===== config.mk =====
export PLATFORM = sky130hd
export DESIGN_NAME = onehot_drain_encoder
export DESIGN_NICKNAME = d
export VERILOG_FILES = /design/src/rtl/onehot_drain_encoder_pkg.sv /design/src/rtl/onehot_drain_encoder_ffs_lsb.sv /design/src/rtl/onehot_drain_encoder.sv
export SDC_FILE = /design/constraint.sdc
export NUM_CORES = 1
export LEC_CHECK = 0
export CAP_MARGIN = 5
export CORE_ASPECT_RATIO = 0.9
export CORE_MARGIN = 2
export CORE_UTILIZATION = 35
export CTS_BUF_LIST = sky130_fd_sc_hd__clkbuf_16
export CTS_CLUSTER_DIAMETER = 30
export CTS_CLUSTER_SIZE = 25
export DETAILED_ROUTE_END_ITERATION = 12
export PLACE_DENSITY = 0.56
export SETUP_SLACK_MARGIN = 0.15
export SLEW_MARGIN = 40
export SYNTH_ARGS = -nofsm -noshare
export SYNTH_HDL_FRONTEND = slang
export SYNTH_SLANG_ARGS = --single-unit

===== constraint.sdc =====
create_clock -name clk -period 7.3 [get_ports clk]
set_input_delay 1.095 -clock clk [delete_from_list [all_inputs] [get_ports clk]]
set_output_delay 1.095 -clock clk [all_outputs]
set_load 0.02 [all_outputs]

===== src/rtl/onehot_drain_encoder_pkg.sv =====
// Shared types and constants for the one-hot / drain index encoder.
// Latency: n/a (declarations only).
// Backpressure: n/a (declarations only).
package enc_pkg;

  // Per-word encoding behaviour, captured when a word is accepted
  typedef enum logic {
    ENC_ONEHOT = 1'b0,
    ENC_DRAIN  = 1'b1
  } enc_mode_t;

  // IDLE: no word held; EMIT: a beat is presented on the output stream
  typedef enum logic {
    ST_IDLE = 1'b0,
    ST_EMIT = 1'b1
  } state_t;

  // Width of the saturating error-beat counter
  localparam int ERR_CNT_W = 8;

endpackage


===== src/rtl/onehot_drain_encoder_ffs_lsb.sv =====
// Find-first-set: index of the lowest set bit of i_vec, plus a found flag.
// Latency: purely combinational, zero cycles.
// Backpressure: none; no state, no handshake.
module ffs_lsb #(
  parameter  int WIDTH  = 8,
  localparam int CODE_W = $clog2(WIDTH)
) (
  input  logic [WIDTH-1:0]  i_vec,
  output logic [CODE_W-1:0] index,
  output logic              found
);

  // Scan from the top down so the lowest set bit is the last one written
  always_comb begin
    index = '0;
    found = 1'b0;
    for (int i = WIDTH - 1; i >= 0; i--) begin
      if (i_vec[i]) begin
        index = CODE_W'(i);
        found = 1'b1;
      end
    end
  end

endmodule


===== src/rtl/onehot_drain_encoder.sv =====
// Turns a request word into binary bit indices on a valid/ready stream (one code, or one per set bit).
// Latency: first beat registered one cycle after accept; drain beats follow on consecutive handshakes.
// Backpressure: out_* held while out_valid && !out_ready; in_ready only when idle or on the final handshake.
module onehot_drain_encoder
  import enc_pkg::*;
#(
  parameter  int WIDTH  = 8,
  localparam int CODE_W = $clog2(WIDTH)
) (
  input  logic                 clk,
  input  logic                 rst,
  input  logic                 mode,
  input  logic                 in_valid,
  output logic                 in_ready,
  input  logic [WIDTH-1:0]     in_data,
  output logic                 out_valid,
  input  logic                 out_ready,
  output logic [CODE_W-1:0]    out_code,
  output logic                 out_last,
  output logic                 out_err,
  output logic [ERR_CNT_W-1:0] err_count
);

  state_t                r_state;
  enc_mode_t             r_mode;
  logic [WIDTH-1:0]      r_pend;
  logic                  r_out_valid;
  logic [CODE_W-1:0]     r_code;
  logic                  r_last;
  logic                  r_err;
  logic [ERR_CNT_W-1:0]  r_err_cnt;

  logic                  w_hs;
  logic                  w_acc;
  logic                  w_load;
  logic [WIDTH-1:0]      w_pend_nxt;
  enc_mode_t             w_mode_nxt;
  logic [CODE_W-1:0]     w_ffs_idx;
  logic                  w_ffs_found;
  logic                  w_nxt_le1;
  logic                  w_beat_last;
  logic                  w_beat_err;

  assign w_hs  = r_out_valid && out_ready;

  // A new word can land either into an empty block or on the final beat's handshake
  assign in_ready = (r_state == ST_IDLE) || (w_hs && r_last);
  assign w_acc    = in_valid && in_ready;

  // A fresh beat is formed on accept, or when a drain beat that is not the last one is taken
  assign w_load = w_acc || (w_hs && !r_last);

  // Next pending word: the incoming word, or the current one with its lowest set bit retired
  assign w_pend_nxt = w_acc ? in_data : (r_pend & (r_pend - WIDTH'(1)));
  assign w_mode_nxt = w_acc ? enc_mode_t'(mode) : r_mode;

  ffs_lsb #(
    .WIDTH (WIDTH)
  ) u_ffs (
    .i_vec (w_pend_nxt),
    .index (w_ffs_idx),
    .found (w_ffs_found)
  );

  // At most one bit set (true for zero as well): last drain beat, or part of the one-hot legality test
  assign w_nxt_le1 = ((w_pend_nxt & (w_pend_nxt - WIDTH'(1))) == '0);

  // Beat flags: one-hot words are always single-beat and flag anything not exactly one bit;
  // drain only flags the empty word, which also ends up as a single last beat
  always_comb begin
    w_beat_last = 1'b1;
    w_beat_err  = 1'b0;
    if (w_mode_nxt == ENC_ONEHOT) begin
      w_beat_last = 1'b1;
      w_beat_err  = !(w_ffs_found && w_nxt_le1);
    end else begin
      w_beat_last = w_nxt_le1;
      w_beat_err  = !w_ffs_found;
    end
  end

  // Control FSM with registered beat outputs and the saturating error counter
  always_ff @(posedge clk or posedge rst) begin
    if (rst) begin
      r_state     <= ST_IDLE;
      r_mode      <= ENC_ONEHOT;
      r_pend      <= '0;
      r_out_valid <= 1'b0;
      r_code      <= '0;
      r_last      <= 1'b0;
      r_err       <= 1'b0;
      r_err_cnt   <= '0;
    end else begin
      case (r_state)
        ST_IDLE: begin
          if (w_load) begin
            r_state     <= ST_EMIT;
            r_out_valid <= 1'b1;
            r_pend      <= w_pend_nxt;
            r_mode      <= w_mode_nxt;
            r_code      <= w_ffs_idx;
            r_last      <= w_beat_last;
            r_err       <= w_beat_err;
          end
        end
        ST_EMIT: begin
          if (w_load) begin
            r_state     <= ST_EMIT;
            r_out_valid <= 1'b1;
            r_pend      <= w_pend_nxt;
            r_mode      <= w_mode_nxt;
            r_code      <= w_ffs_idx;
            r_last      <= w_beat_last;
            r_err       <= w_beat_err;
          end else if (w_hs) begin
            // Final beat taken with nothing new behind it
            r_state     <= ST_IDLE;
            r_out_valid <= 1'b0;
            r_pend      <= '0;
          end
        end
        default: begin
          r_state     <= ST_IDLE;
          r_out_valid <= 1'b0;
        end
      endcase

      if (w_hs && r_err && (r_err_cnt != '1)) begin
        r_err_cnt <= r_err_cnt + ERR_CNT_W'(1);
      end
    end
  end

  assign out_valid = r_out_valid;
  assign out_code  = r_code;
  assign out_last  = r_last;
  assign out_err   = r_err;
  assign err_count = r_err_cnt;

endmodule


==> results of run 1 <==
==> cells in the mapped netlist (2+ instances only) <==
library cell  number  share of area
a22o_1             3          0.019
nand4_1            2         0.0090
o31a_1             2          0.013
dfrtp_1           24           0.43
nand2_1           22          0.059
o211ai_1           3          0.016
a31oi_1            4          0.018
a21oi_1            4          0.014
or2_2              2         0.0090
clkbuf_1           3         0.0081
mux2i_1            9          0.065
xnor2_1            6          0.038
maj3_1             3          0.022
mux2_2             3          0.024
a21o_1             3          0.016
nor3_1             2         0.0072
o21ai_0            9          0.032
nand3_1            3          0.011
nor2_1             9          0.024
nor2b_1            2         0.0090
and3_1             3          0.014
inv_1              5          0.014
==> flip-flops by register name (all words and copies together), names as in the netlist <==
register	cells
r_mode	1
out_last	1
out_valid	1
r_pend	8
r_state	1
err_count	8
out_code	3
out_err	1
==> power groups by stage <==
stage	Clock (W)	Sequential [W]	Combinational, W
after floorplan	0	0.000262	0.000264
after global placement	0	0.000253	0.000395
after detailed placement	0	0.000255	0.000398
after CTS	0.000121	0.000253	0.000402
after global routing	0.000128	0.000262	0.000439
final	0.000119	0.000253	0.000402
==> layout make-up <==
cell class	instances	share of cell area
Timing Repair Buffer	27	0.153
Multi-Input combinational cell	110	0.419
Clock buffer	3	0.0425
Inverter	5	0.0106
Tap cell	46	0.0326
Clock inverter	1	0.00212
Sequential cell	24	0.340
==> how the worst max path moves through the flow <==
stage / end / slack [ns] / cells after the start
6_report: in_ready / 3.70 / 4
2_1_floorplan: out_err / 4.38 / 7
3_3_place_gp: out_err / 3.52 / 7
5_1_grt: in_ready / 3.62 / 4
4_1_cts: in_ready / 3.69 / 4
3_5_place_dp: out_err / 3.69 / 7
==> cell usage in the layout (no fill, tap or decap), types with 2 or more instances in the layout <==
cell type,Yosys,layout
a21oi_1,4,4
o21ai_0,9,9
a31oi_1,4,4
o211ai_1,3,3
maj3_1,3,3
mux2i_1,9,9
clkdlybuf4s50_1,0,27
nand2_1,22,22
clkbuf_16,0,3
nand4_1,2,2
mux2_2,3,3
and3_1,3,3
dfrtp_1,24,24
a21o_1,3,3
nor2b_1,2,2
or2_2,2,2
inv_1,5,4
a22o_1,3,3
nor2_1,9,8
nor3_1,2,2
nand3_1,3,3
o31a_1,2,2
xnor2_1,6,6
==> kinds of logic after synthesis <==
family          count (synthesis)  synth area share
flops                          24             0.432
mux                            13            0.0999
simple gates                   49             0.169
compound gates                 37             0.179
xor+xnor                        7            0.0441
fa+ha+maj                       4            0.0306
buf+inv                        13            0.0450
==> routing by layer <==
layer,up-vias,GRT usage,share of wire,wire (µm)
met5,-,0,0,0
met4,0,0.0288,0.0086,28
met3,2,0.0426,0.082,266
met2,38,0.222,0.42,1350
met1,566,0.228,0.49,1600
li1,577,-,-,-
==> through the flow <==
stage	setup WS, ns	hold WS (ns)	area (µm²)
2_1_floorplan	4.38	0.466	1390
3_3_place_gp	3.52	0.478	1680
3_5_place_dp	3.69	0.487	1690
4_1_cts	3.69	0.499	1760
5_1_grt	3.62	0.525	1770
6_report	3.70	0.495	1770
==> worst max-delay path, delay by kind of cell <==
family / cells / cell delay (ns)
buf+inv: 2 / 1.12
simple gates: 2 / 0.28
==> results.yml, run 1 <==
cts:
  clockBufferDepth: 2
  cts_root_buffer: "clkbuf_16"
  clkSinkCount: 24
  tritoncts: "built"
  cts_made_buffers: 3
  path_clk_slew_ns: 0.07
  cts_setup_buffers: 0
  clk_latency_ns: 0.26
  cts_resized: 0
  htreeDepth: 1
  postCtsHoldBufs: 0
power_and_ir_drop:
  total_leakage_power_nw: 0.745
  switching_power_w: 0.000326
  p_seq_frac: 0.326
  clkPwrFrac: 0.154
  ir_drop_v: 0.000164
  power_frac_comb: 0.519
  p_total_w: 0.000775
  p_per_area_nw_per_um2: 439
  internal_power_w: 0.000449
  switching_share: 0.421
synthesis:
  syn_nets: 161
  synth-edff-count: 0
  synthCells: 147
  yosysWarnings: 0
  syn_area_per_cell_um2: 9.46
  yosys_most_used_dff: "dfrtp_1"
  synth_area_um2: 1390
  synth-seq-area-share: 0.432
  ys_ff_latch: 24
  async_reset_ff_frac: 1.00
  synth_cell_types: 43
min_path:
  min_path_cells: 1
  hold_start: "err_count[7]"
  whs_endpoint: "err_count[7]"
  holdCritPathClass: "reg -> reg"
critical_path:
  cpMaxStageDelayCell: "clkdlybuf4s50_1"
  r2r_setup_slack_ns: 4.77
  critical_path.most_common_cell: "clkdlybuf4s50_1"
  worstSetupStartpoint: "out_ready"
  cp_cell_sequence: "clkdlybuf4s50_1, nand3_1, nand2_1, clkdlybuf4s50_1"
  r2r-start: "r_pend[1]"
  arrival_ns: 2.51
  cpPeakStageDelay_ns: 0.60
  reg2regPathDepth: 6
  critical_path_required_ns: 6.20
  r2r-end: "out_err"
  setup.worst_path.class: "in -> out"
  cp-end-kind: "output port"
  critPathLaunchType: "primary input"
  cp_max_fo: 4
route:
  totalWireLength_mm: 3.25
  drc: 0
  via_per_inst: 5.48
  initialDrtViolationCount: 97
  drtAntennaViolNets: 0
  drt_pass1_iterations: 4
  vias: 1183
  wire_per_inst_um: 15.1
timing:
  fin_crit_ns: 3.60
  setup_tns_ns: 0
  worstMarginPinSlew_ns: 0.689
  fin_worst_skew_ns: 0.00930
  post-route-period-util: 0.493
  setup_viol: 0
  report.final.slew_viol_count: 0
  relSlewSlack: 0.538
  rsz0062_at_grt: "false"
  hold_viol: 0
  max_freq_mhz: 278
run_status:
  status: "complete, no violations"
floorplanning:
  fp.dieArea_um2: 4490
  ios: 28
  std_cell_rows: 21
  start_util: 0.370
  die_w_um: 70.4
  die_h_um: 63.8
  core_um2: 3760
finish:
  antennaDiodeCount: 0
  fillers: 362
  multi_input_area_um2: 741
  synthToLayoutAreaGrowth_pct: 27.1
  finalNonFillerCells: 216
  layout-drive-gt1-share: 0.0824
  final_util: 0.470
  fin_nets: 185
  register_area_um2: 601
global_routing:
  grt.overflow.total: 0
  grt_pass1_wl_mm: 5.49
  antenna_found_initial: 0
  track_usage: 0.153
  grt_max_degree: 25
  grt_pass1_vias: 1113
placement:
  port_buffers: 27
  placed_cells: 212
  hpwl_mm: 2.38
  globalplace.congestion: 0.831
flow_run:
  cap_violations: 0
No activity file was read; power rests on OpenSTA's default activity.
==> run 2, diff against run 1 <==
==> constraint.sdc (replaced) <==
create_clock -name clk -period 3.5 [get_ports clk]
set_input_delay 0.525 -clock clk [delete_from_list [all_inputs] [get_ports clk]]
set_output_delay 0.525 -clock clk [all_outputs]
set_load 0.02 [all_outputs]
==> run 2 against run 1 <==
  * Non-clock buffer count increased by 1
  * Cell count rose by 0.46%
  * Core utilization down 0.067 points
  * Sequential power is 110% higher
  * Routed wire length increased by 0.80%
  * Critical path type is now in -> reg
  * Largest cell class unchanged
  * Largest power group unchanged
  * Highest routed layer unchanged
==> results.yml, run 2 (synthesis gave the netlist of run 1 again) <==
run_status:
  status: "complete, no violations"
timing:
  worstMarginPinSlew_ns: 0.709
  max_freq_mhz: 388
  hold_viol: 0
  fin_worst_skew_ns: 0.00275
  post-route-period-util: 0.737
  relSlewSlack: 0.526
  fin_crit_ns: 2.58
  report.final.slew_viol_count: 0
  setup_viol: 0
  setup_tns_ns: 0
  rsz0062_at_grt: "false"
power_and_ir_drop:
  p_per_area_nw_per_um2: 911
  ir_drop_v: 0.000400
  total_leakage_power_nw: 0.745
cts:
  cts_setup_buffers: 0
  cts_resized: 0
  tritoncts: "built"
  clk_latency_ns: 0.25
  cts_root_buffer: "clkbuf_16"
  clkSinkCount: 24
  postCtsHoldBufs: 0
  cts_made_buffers: 3
  htreeDepth: 1
  clockBufferDepth: 2
  path_clk_slew_ns: 0.06
placement:
  hpwl_mm: 2.43
  port_buffers: 27
  globalplace.congestion: 0.877
  placed_cells: 213
critical_path:
  critPathLaunchType: "primary input"
  worstSetupStartpoint: "out_ready"
  cp-end-kind: "register"
  critical_path_required_ns: 3.63
  arrival_ns: 2.71
  r2r-start: "r_pend[1]"
  setup.worst_path.class: "in -> reg"
  cp_max_fo: 14
floorplanning:
  ios: 28
  std_cell_rows: 21
  die_w_um: 70.4
  die_h_um: 63.8
  fp.dieArea_um2: 4490
  core_um2: 3760
  start_util: 0.370
finish:
  layout_common_cells: "clkdlybuf4s50_1 (27), dfrtp_1 (24), nand2_1 (22)"
  layout-drive-gt1-share: 0.0819
  finalNonFillerCells: 217
  antennaDiodeCount: 0
  fin_nets: 186
  synthToLayoutAreaGrowth_pct: 26.9
  final_common_cell: "clkdlybuf4s50_1"
global_routing:
  grt_pass1_vias: 1134
  grt_pass1_wl_mm: 5.50
  antenna_found_initial: 0
  grt_max_degree: 25
  track_usage: 0.153
  grt.overflow.total: 0
route:
  totalWireLength_mm: 3.28
  drc: 0
  initialDrtViolationCount: 108
  wl_met3_um: 162
  wire_per_inst_um: 15.1
  via_per_inst: 5.41
  vias: 1173
  top_layer: "met4"
  drtAntennaViolNets: 0
  met1_length_mm: 1.59
  drt_pass1_iterations: 4
  dr_wl_met2_mm: 1.50
min_path:
  holdCritPathClass: "reg -> reg"
  hold_start: "err_count[4]"
flow_run:
  cap_violations: 0
run 2: cell types whose count changed in the layout (fill, tap and decap cells not counted), sizes merged:
cell / delta
buf: +1
run 2: final timing paths:
check	to	slack, ns	cells after the start
hold / removal	err_count[4]	0.50	1
min in group asynchronous	err_count[4]	0.62	2
setup / recovery	out_err	0.92	8
hold reg to reg	err_count[4]	0.50	1
max in group asynchronous	r_mode	2.53	2
setup reg to reg	out_err	0.96	6
run 2: layer usage:
metal  global-route usage  vias to the layer above
li1                     -                      570
met5                    0                        -
met3               0.0394                        2
met4               0.0288                        0
met1                0.218                      573
met2                0.237                       28
run 2: power breakdown:
part | switching, W | total (W) | leakage, nW | internal [W]
Combinational | 0.000438 | 0.000830 | 0.403 | 0.000392
Clock | 0.0000913 | 0.000244 | 0.0385 | 0.000152
Sequential | 0.000142 | 0.000533 | 0.303 | 0.000391
Total | 0.000671 | 0.00161 | 0.745 | 0.000936
run 2: final cells by class:
class	count	area, µm²
Clock buffer	3	75.1
Multi-Input combinational cell	110	731
Fill cell	361	1990
Sequential cell	24	601
Inverter	5	18.8
Timing Repair Buffer	28	278
Clock inverter	1	3.75
Tap cell	46	57.6
run 2: stage by stage:
stage	hold WS, ns	cell area, µm²	total power (W)	utilization	worst slack, ns
after detailed placement	0.490	1690	0.00137	0.449	0.665
after CTS	0.498	1760	0.00162	0.470	0.925
after global routing	0.516	1760	0.00173	0.470	0.757
after global placement	0.479	1690	0.00136	0.449	0.719
after floorplan	0.466	1390	0.00110	-	1.10
final	0.496	1760	0.00161	0.470	0.922
run 2: worst max-delay path, stage by stage:
cell and delay [ns]:
clkdlybuf4s50_1 0.53, nand3_1 0.13, a21boi_2 0.33, buf_4 0.30, mux2i_1 0.20, or4b_4 0.47
o211ai_1 0.11, a31oi_1 0.11
==> run 3, diff against run 2 <==
--- a/config.mk
+++ b/config.mk
@@ -13,7 +13,7 @@
 export CTS_CLUSTER_DIAMETER = 30
 export CTS_CLUSTER_SIZE = 25
 export DETAILED_ROUTE_END_ITERATION = 12
-export PLACE_DENSITY = 0.56
+export PLACE_DENSITY = 0.58
 export SETUP_SLACK_MARGIN = 0.15
 export SLEW_MARGIN = 40
 export SYNTH_ARGS = -nofsm -noshare
==> constraint.sdc (replaced) <==
create_clock -name clk -period 2.15 [get_ports clk]
set_input_delay 0.3225 -clock clk [delete_from_list [all_inputs] [get_ports clk]]
set_output_delay 0.3225 -clock clk [all_outputs]
set_load 0.02 [all_outputs]
==> run 3 against run 2 <==
  * The run now ends with setup timing left
  * Setup slack lost 1.2 ns
  * Power grew 96%
  * Die area is the same
  * Routed wire length grew 17%
  * Register-to-register slack lost 1.2 ns
  * Core utilization grew 8.5 points
  * Final area grew 18%
  * Non-clock buffer count grew 34
  * Critical path depth shrank 2
==> results.yml, run 3 (synthesis gave the netlist of run 1 again) <==
run_status:
  status: "finished with violations"
  violations: "setup timing"
floorplanning:
  ios: 28
  fp.dieArea_um2: 4490
  die_h_um: 63.8
  core_um2: 3760
  start_util: 0.370
  std_cell_rows: 21
  die_w_um: 70.4
global_routing:
  grt_pass1_wl_mm: 6.44
  grt.overflow.total: 0
  antenna_found_initial: 0
  track_usage: 0.183
  grt_max_degree: 25
  grt_pass1_vias: 1291
flow_run:
  cap_violations: 0
critical_path:
  r2r_setup_slack_ns: -0.25
  cp-end-kind: "register"
  r2r-end: "out_err"
  setup.worst_path.class: "reg -> reg"
  reg2regPathDepth: 6
  critical_path_required_ns: 2.28
  arrival_ns: 2.53
  critPathLaunchType: "register"
  r2r-start: "r_pend[3]"
  cp_max_fo: 3
power_and_ir_drop:
  switching_power_w: 0.00125
  power_frac_comb: 0.609
  switching_share: 0.396
  p_seq_frac: 0.263
  ir_drop_v: 0.000812
  internal_power_w: 0.00190
  p_per_area_nw_per_um2: 1510
  clkPwrFrac: 0.127
  total_leakage_power_nw: 0.938
finish:
  antennaDiodeCount: 0
  final_util: 0.554
  synthToLayoutAreaGrowth_pct: 49.8
  layout-drive-gt1-share: 0.263
  fin_nets: 220
  layout_common_cells: "buf_4 (31), clkdlybuf4s50_1 (27), dfrtp_1 (24)"
  final_common_cell: "buf_4"
timing:
  setup_ws_ns: -0.247
  max_freq_mhz: 417
  hold_ws_ns: 0.433
  hold_viol: 0
  worstMarginPinSlew_ns: 0.756
  rsz0062_at_grt: "true"
  relSlewSlack: 0.494
  fin_crit_ns: 2.40
  report.final.slew_viol_count: 0
  post-route-period-util: 1.11
  setup_viol: 4
  fin_worst_skew_ns: 0.00532
cts:
  cts_root_buffer: "clkbuf_16"
  clk_latency_ns: 0.26
  htreeDepth: 1
  tritoncts: "built"
  cts_made_buffers: 3
  clkSinkCount: 24
  clockBufferDepth: 2
  path_clk_slew_ns: 0.06
placement:
  port_buffers: 27
  globalplace.congestion: 0.804
  hpwl_mm: 2.76
min_path:
  holdCritPathClass: "in -> async"
route:
  drt_pass1_iterations: 4
  initialDrtViolationCount: 72
  drtAntennaViolNets: 0
  via_per_inst: 5.22
  vias: 1309
  drc: 0
  wire_per_inst_um: 15.2
  totalWireLength_mm: 3.82
run 3: cell count changes in the layout (fill, tap and decap cells not counted), moves of 2 or more:
cell	delta
mux2i_1	-2
mux2i_2	+2
o21ai_0	-2
buf_4	+30
buf_6	+4
run 3: layer usage:
| metal | GRT usage | wire length (µm) |
|---|---|---|
| met1 | 0.261 | 1840 |
| met2 | 0.285 | 1810 |
| met3 | 0.0268 | 137 |
| met4 | 0.0577 | 41 |
| met5 | 0 | 0 |
run 3: final cells by class:
type | instances | area, µm²
inverters | 5 | 18.8
fillers | 341 | 1680
clock inverters | 1 | 3.75
multi-input cells | 110 | 778
well taps | 46 | 57.6
flip-flops and latches | 24 | 601
clock buffers | 3 | 75.1
repair buffers | 62 | 548
run 3: power groups by stage:
stage          combinational, W  sequential (W)  clock [W]
6_report                0.00192        0.000829   0.000401
5_1_grt                 0.00211        0.000862   0.000433
4_1_cts                 0.00177        0.000816   0.000416
3_5_place_dp            0.00167        0.000817          0
3_3_place_gp            0.00166        0.000808          0
2_1_floorplan          0.000896        0.000888          0
run 3: worst max-delay path, stage by stage, from the launching register on:
cell      delay, ns
dfrtp_1        0.38
or4_4          0.56
o31a_1         0.27
mux2_4         0.29
or4b_4         0.53
o211ai_1       0.12
a31oi_1        0.12
run 3: worst max-delay path by stage:
stage | start | end | slack, ns | cells past startpoint
floorplan | r_pend[1] | out_err | -0.25 | 7
global placement | out_ready | out_err | -0.23 | 8
detailed placement | out_ready | out_err | -0.28 | 8
CTS | r_pend[3] | out_err | -0.23 | 6
global route | r_pend[3] | out_err | -0.31 | 6
finish | r_pend[3] | out_err | -0.25 | 6
run 3: through the flow:
step,total power [W],std cells,area [µm²],setup TNS [ns],worst slack (ns)
CTS,0.00300,248,2010,-0.667,-0.230
global route,0.00340,251,2080,-0.815,-0.311
floorplan,0.00178,147,1390,-0.433,-0.245
global placement,0.00247,241,1900,-0.822,-0.232
finish,0.00315,251,2080,-0.465,-0.247
detailed placement,0.00249,241,1900,-0.923,-0.278
run 3: timing repair:
| item | in CTS | in global routing |
|---|---|---|
| setup buffers | 3 | 3 |
| endpoints found under the setup margin | 5 | 7 |
| hold buffers | 0 | 0 |
| gates resized for setup | 3 | 13 |
| pin swaps | 11 | 9 |
| hold endpoints to repair | 0 | 0 |
